<file path="src/rtl/uart_pkg.sv">
// ============================================================================
// Module      : uart_pkg
// Description : Shared UART state encoding, default rates and rate helper.
// Revision    : 1.0 - initial release
// ============================================================================
`default_nettype none

package uart_pkg;

    localparam int unsigned DEFAULT_CLK_FREQ = 50_000_000;
    localparam int unsigned DEFAULT_BAUD     = 115_200;

    typedef enum logic [2:0] {
        ST_IDLE      = 3'd0,
        ST_START     = 3'd1,
        ST_DATA      = 3'd2,
        ST_STOP      = 3'd3,
        ST_WAIT_HIGH = 3'd4
    } uart_state_e;

    function automatic int unsigned calc_clks_per_bit(input int unsigned clk_freq,
                                                      input int unsigned baud);
        return clk_freq / baud;
    endfunction

endpackage

`default_nettype wire

</file>
<file path="src/rtl/synchronizer.sv">
// ============================================================================
// Module      : synchronizer
// Description : Two-flop synchronizer per bit with configurable reset value.
// Revision    : 1.0 - initial release
// ============================================================================
`default_nettype none

module synchronizer #(
    parameter int unsigned      WIDTH     = 1,
    parameter logic [WIDTH-1:0] RESET_VAL = '0
) (
    input  logic             clk,
    input  logic             rst,
    input  logic [WIDTH-1:0] d_i,
    output logic [WIDTH-1:0] q_o
);

    logic [WIDTH-1:0] meta_q;
    logic [WIDTH-1:0] sync_q;

    always_ff @(posedge clk or posedge rst) begin
        if (rst) begin
            meta_q <= RESET_VAL;
            sync_q <= RESET_VAL;
        end else begin
            meta_q <= d_i;
            sync_q <= meta_q;
        end
    end

    assign q_o = sync_q;

endmodule

`default_nettype wire

</file>
<file path="src/rtl/uart_rx.sv">
// ============================================================================
// Module      : uart_rx
// Description : 8N1 UART receiver with mid-bit sampling and frame-error pulse.
// Revision    : 1.0 - initial release
// ============================================================================
`default_nettype none

module uart_rx
    import uart_pkg::*;
#(
    parameter int unsigned CLK_FREQ = DEFAULT_CLK_FREQ,
    parameter int unsigned BAUD     = DEFAULT_BAUD
) (
    input  logic       clk,
    input  logic       rst,
    input  logic       UART_RXD,
    output logic [7:0] receive_data,
    output logic       valid,
    output logic       frame_err,
    output logic       busy
);

    localparam int unsigned CLKS_PER_BIT = calc_clks_per_bit(CLK_FREQ, BAUD);
    localparam int unsigned HALF_BIT     = CLKS_PER_BIT / 2;
    localparam int unsigned CNT_W        = (CLKS_PER_BIT > 1) ? $clog2(CLKS_PER_BIT) : 1;

    localparam logic [CNT_W-1:0] C_BIT_END  = CNT_W'(CLKS_PER_BIT - 1);
    localparam logic [CNT_W-1:0] C_HALF_END = CNT_W'(HALF_BIT - 1);

    generate
        if (CLKS_PER_BIT < 4) begin : g_bad_rate
            $error("uart_rx: CLK_FREQ/BAUD must be at least 4");
        end
    endgenerate

    logic              rx_s;
    uart_state_e       state_q;
    logic [CNT_W-1:0]  cnt_q;
    logic [2:0]        bit_idx_q;
    logic [7:0]        shift_q;
    logic [7:0]        data_q;
    logic              valid_q;
    logic              ferr_q;
    logic              w_bit_end;
    logic              w_half_end;

    synchronizer #(
        .WIDTH     (1),
        .RESET_VAL (1'b1)
    ) u_sync (
        .clk (clk),
        .rst (rst),
        .d_i (UART_RXD),
        .q_o (rx_s)
    );

    assign w_bit_end  = (cnt_q == C_BIT_END);
    assign w_half_end = (cnt_q == C_HALF_END);

    always_ff @(posedge clk or posedge rst) begin
        if (rst) begin
            state_q   <= ST_IDLE;
            cnt_q     <= '0;
            bit_idx_q <= '0;
            shift_q   <= '0;
            data_q    <= '0;
            valid_q   <= 1'b0;
            ferr_q    <= 1'b0;
        end else begin
            valid_q <= 1'b0;
            ferr_q  <= 1'b0;
            case (state_q)
                ST_IDLE: begin
                    if (!rx_s) begin
                        state_q <= ST_START;
                        cnt_q   <= '0;
                    end
                end
                ST_START: begin
                    // A start bit must still be low at its midpoint, else it was a glitch
                    if (w_half_end) begin
                        cnt_q <= '0;
                        if (!rx_s) begin
                            state_q   <= ST_DATA;
                            bit_idx_q <= '0;
                        end else begin
                            state_q <= ST_IDLE;
                        end
                    end else begin
                        cnt_q <= cnt_q + CNT_W'(1);
                    end
                end
                ST_DATA: begin
                    if (w_bit_end) begin
                        shift_q <= {rx_s, shift_q[7:1]};
                        cnt_q   <= '0;
                        if (bit_idx_q == 3'd7) begin
                            state_q <= ST_STOP;
                        end else begin
                            bit_idx_q <= bit_idx_q + 3'd1;
                        end
                    end else begin
                        cnt_q <= cnt_q + CNT_W'(1);
                    end
                end
                ST_STOP: begin
                    if (w_bit_end) begin
                        cnt_q <= '0;
                        if (rx_s) begin
                            data_q  <= shift_q;
                            valid_q <= 1'b1;
                            state_q <= ST_IDLE;
                        end else begin
                            ferr_q  <= 1'b1;
                            state_q <= ST_WAIT_HIGH;
                        end
                    end else begin
                        cnt_q <= cnt_q + CNT_W'(1);
                    end
                end
                ST_WAIT_HIGH: begin
                    // A break holds the line low; only a return to idle re-arms the receiver
                    if (rx_s) begin
                        state_q <= ST_IDLE;
                    end
                end
                default: begin
                    state_q <= ST_IDLE;
                    cnt_q   <= '0;
                end
            endcase
        end
    end

    assign receive_data = data_q;
    assign valid        = valid_q;
    assign frame_err    = ferr_q;
    assign busy         = (state_q != ST_IDLE);

endmodule

`default_nettype wire
</file>
<file path="config.mk">
export PLATFORM = sky130hd
export DESIGN_NAME = uart_rx
export DESIGN_NICKNAME = d
export VERILOG_FILES = /design/src/rtl/uart_pkg.sv /design/src/rtl/synchronizer.sv /design/src/rtl/uart_rx.sv
export SDC_FILE = /design/constraint.sdc
export NUM_CORES = 1
export LEC_CHECK = 0
export ABC_AREA = 1
export CAP_MARGIN = 10
export CORE_MARGIN = 5
export CORE_UTILIZATION = 57
export DETAILED_ROUTE_END_ITERATION = 8
export PLACE_DENSITY = 0.82
export SLEW_MARGIN = 10
export SYNTH_ARGS = -nofsm -noshare
export SYNTH_HDL_FRONTEND = slang
export SYNTH_SLANG_ARGS = --single-unit
</file>
<file path="constraint.sdc">
create_clock -name clk -period 1.57 [get_ports clk]
set_input_delay 0.314 -clock clk [delete_from_list [all_inputs] [get_ports clk]]
set_output_delay 0.314 -clock clk [all_outputs]
set_load 0.1 [all_outputs]
</file>
==> impl_metrics.py <==
metrics = {
    "status": {
        "status": "finished, final reports clean",
    },
    "floorplan": {
        "start_util_pct": 58.8,
        "die_h_um": 65.7,
        "core_mm2": 0.00300,
        "fp.dieW_um": 65.7,
        "die_area_mm2": 0.00431,
        "rows": 20,
        "ios": 14,
    },
    "global_routing": {
        "gr-usage-met3_pct": 6.15,
        "grt_pass1_wl_um": 5950,
        "grt_usage_pct": 18.3,
        "use_met1_pct": 22.6,
        "use_met2_pct": 28.4,
        "top_usage_layer": "met2",
        "grt_pass1_vias": 1334,
        "grt_max_degree": 36,
        "gr-total-overflow": 0,
        "antenna_found_initial": 0,
    },
    "setup_path": {
        "cp_slowest_stage_delay_ns": 0.44,
        "cp_max_fo": 5,
        "endpoint_kind": "flop",
        "crit_required_ns": 1.83,
        "critical_path_class": "reg -> reg",
        "cp_cell_sequence": "inv_2 -> ha_4 -> nand2_4 -> nor2_4 -> nand2_4 -> nand2_4 -> nand2_4 -> nor2_4 -> nor2_1",
        "start_kind": "flop",
        "worstPathBufferInverterCount": 1,
        "cpMaxStageDelayCell": "dfrtp_1",
        "cpLargestDelayFamily": "simple AND/OR/NAND/NOR gates",
        "arrival_ns": 1.83,
        "crit_path_frequent_cell": "nand2_4",
    },
    "pwr": {
        "p_per_area_mw_per_mm2": 622,
        "ir_worst_vdd_uv": 546,
        "power.leakage_nw": 1.11,
    },
    "timing": {
        "hold_violations": 0,
        "rsz0062_at_grt": "yes",
        "fmax_mhz": 638,
        "maxSlewViolCount": 0,
        "period_minus_slack_ns": 1.57,
        "worst_slew_pin_slew_ns": 0.327,
        "finalSetupViolCount": 0,
        "clock_skew_ns": 0.0200,
        "slew_headroom_pct": 78.2,
        "period_share_pct": 99.8,
    },
    "synth": {
        "synth_top_area_share_pct": 46.7,
        "synth.largest_area_cell": "dfrtp_1",
        "synth_nets": 209,
        "yosys_warnings": 0,
        "ys_ff_latch": 35,
        "synth_cell_types": 20,
        "ys_seq_area_share_pct": 49.7,
        "syn_inst": 201,
        "syn_area_per_cell_um2": 8.79,
        "synthTopCellsByArea": "dfrtp_1 47%, nand2_1 11%, o21ai_2 7.9%",
        "netlist_area_mm2": 0.00177,
    },
    "clocking": {
        "cts_tree": "done",
        "clkSlewWorstSetupHoldPaths_ns": 0.12,
        "postCtsHoldBufs": 0,
        "cts_root_buf": "clkbuf_4",
        "cts.htree.levels": 2,
        "cts_sinks": 35,
        "cts_inserted_buffers": 5,
        "cts.path.max_buffers": 2,
        "clkLatencyLatePin_ns": 0.36,
    },
    "drt": {
        "via_per_inst": 5.32,
        "drt_iter0_drc": 118,
        "drt_pre_antenna_iters": 4,
        "detail-route-antenna-nets": 0,
        "finalWirelength_um": 3850,
        "drc": 0,
        "via_count": 1414,
        "post_drt_wl_per_cell_um": 14.5,
    },
    "cells_and_area": {
        "area_growth_pct": 29.9,
        "drive_gt1_share_pct": 36.5,
        "final_common_cell": "nand2_1",
        "final_area_mm2": 0.00229,
        "nNetsFinal": 240,
        "fill_cells": 194,
        "diodes": 0,
        "final_cells": 266,
        "final_cell_mix": "50 x nand2_1, 29 x dfrtp_1, 20 x inv_1",
    },
    "placed_design": {
        "dp_hpwl_um": 2350,
        "place_area_mm2": 0.00205,
        "numPortBuffers": 13,
        "routabilityCongestion": 0.888,
        "dpl.cell_count": 246,
    },
    "flow_run": {
        "drv_cap": 0,
    },
    "worst_hold_path": {
        "hp-class": "in -> async",
    },
}
-- cell usage after synthesis --
master and instances:
buf_6 2, dfrtp_1 33, dfstp_2 2, ha_1 5
inv_1 22, inv_2 4, nand2_1 54, nand2_2 8
nand2_4 2, nand3_1 12, nand4_1 7, nor2_1 16
nor2_2 5, nor2_4 2, nor3_1 1, o211ai_1 1
o21ai_0 3, o21ai_1 2, o21ai_2 16, xor2_1 4
-- stage by stage --
| step | worst slack, ns | total power, mW | hold WS, ns | utilization (%) | setup TNS (ns) |
|---|---|---|---|---|---|
| 5_1_grt | -0.0852 | 1.50 | 0.305 | 76.4 | -1.25 |
| 3_5_place_dp | -0.0274 | 0.958 | 0.347 | 68.1 | -0.0878 |
| 4_1_cts | 0.00669 | 1.44 | 0.293 | 70.9 | 0 |
| 6_report | 0.00247 | 1.43 | 0.289 | 76.4 | 0 |
| 2_1_floorplan | 0.0532 | 0.941 | 0.318 | - | 0 |
| 3_3_place_gp | 0.0516 | 0.958 | 0.346 | 68.1 | 0 |
-- cell families after synthesis --
kind of cell    share of synthesized area, %
compound gates                          9.77
xor+xnor                                1.98
fa+ha+maj                               3.54
buf+inv                                 6.80
flops                                   49.7
simple gates                            28.2
-- state kept, by name (all words and copies together) (netlist names) --
register	cells
cnt_q	9
valid	1
shift_q	8
frame_err	1
u_sync.q_o	1
bit_idx_q	3
receive_data	8
u_sync.meta_q	1
state_q	3
-- where the power goes --
group	internal, mW	total, mW	switching, mW
logic	0.0103	0.0318	0.0215
clock network	0.173	0.487	0.314
registers	0.906	0.908	0.00252
-- routing by layer --
metal	share of wire [%]	vias to the layer above	wire length, um
li1	-	698	-
met1	40	671	1550
met2	53	36	2030
met3	4.5	9	175
met4	2.2	0	84
met5	0	-	0
-- timing repair --
action	in CTS	in global routing
resized for setup	5	22
endpoints found under the setup margin	8	29
cloned	0	0
pin swaps	1	10
setup buffers	2	10
-- worst register-to-register path: stages (launching register included) --
cell and delay, ns:
dfrtp_1 0.44, inv_2 0.13, ha_4 0.16, nand2_4 0.06, nor2_4 0.16, nand2_4 0.10, nand2_4 0.12, nand2_4 0.07
nor2_4 0.17, nor2_1 0.06
-- path summary, 6_finish.rpt --
check	cells after the start	slack (ns)	end	from
worst max-delay path	9	0.002	cnt_q[3]$_DFFE_PP0P_	cnt_q[1]$_DFFE_PP0P_
worst min-delay path	3	0.29	state_q[1]$_DFFE_PP0P_	rst
worst max register to register	9	0.002	cnt_q[3]$_DFFE_PP0P_	cnt_q[1]$_DFFE_PP0P_
worst min register to register	0	0.36	u_sync.q_o$_DFF_PP1_	u_sync.meta_q$_DFF_PP1_
max in group asynchronous	3	1.02	u_sync.meta_q$_DFF_PP1_	rst
min in group clk	0	0.36	u_sync.q_o$_DFF_PP1_	u_sync.meta_q$_DFF_PP1_
-- layout make-up --
type / count / area (um2) / area share, %
tap: 33 / 41.3 / 1.80
clock buffer: 6 / 41.3 / 1.80
timing repair buffer: 26 / 350 / 15.3
multi-input combinational: 138 / 866 / 37.7
clock inverter: 2 / 12.5 / 0.545
sequential: 35 / 883 / 38.5
inverter: 26 / 100 / 4.36
Note: power is estimated with default switching activity, not from simulation.
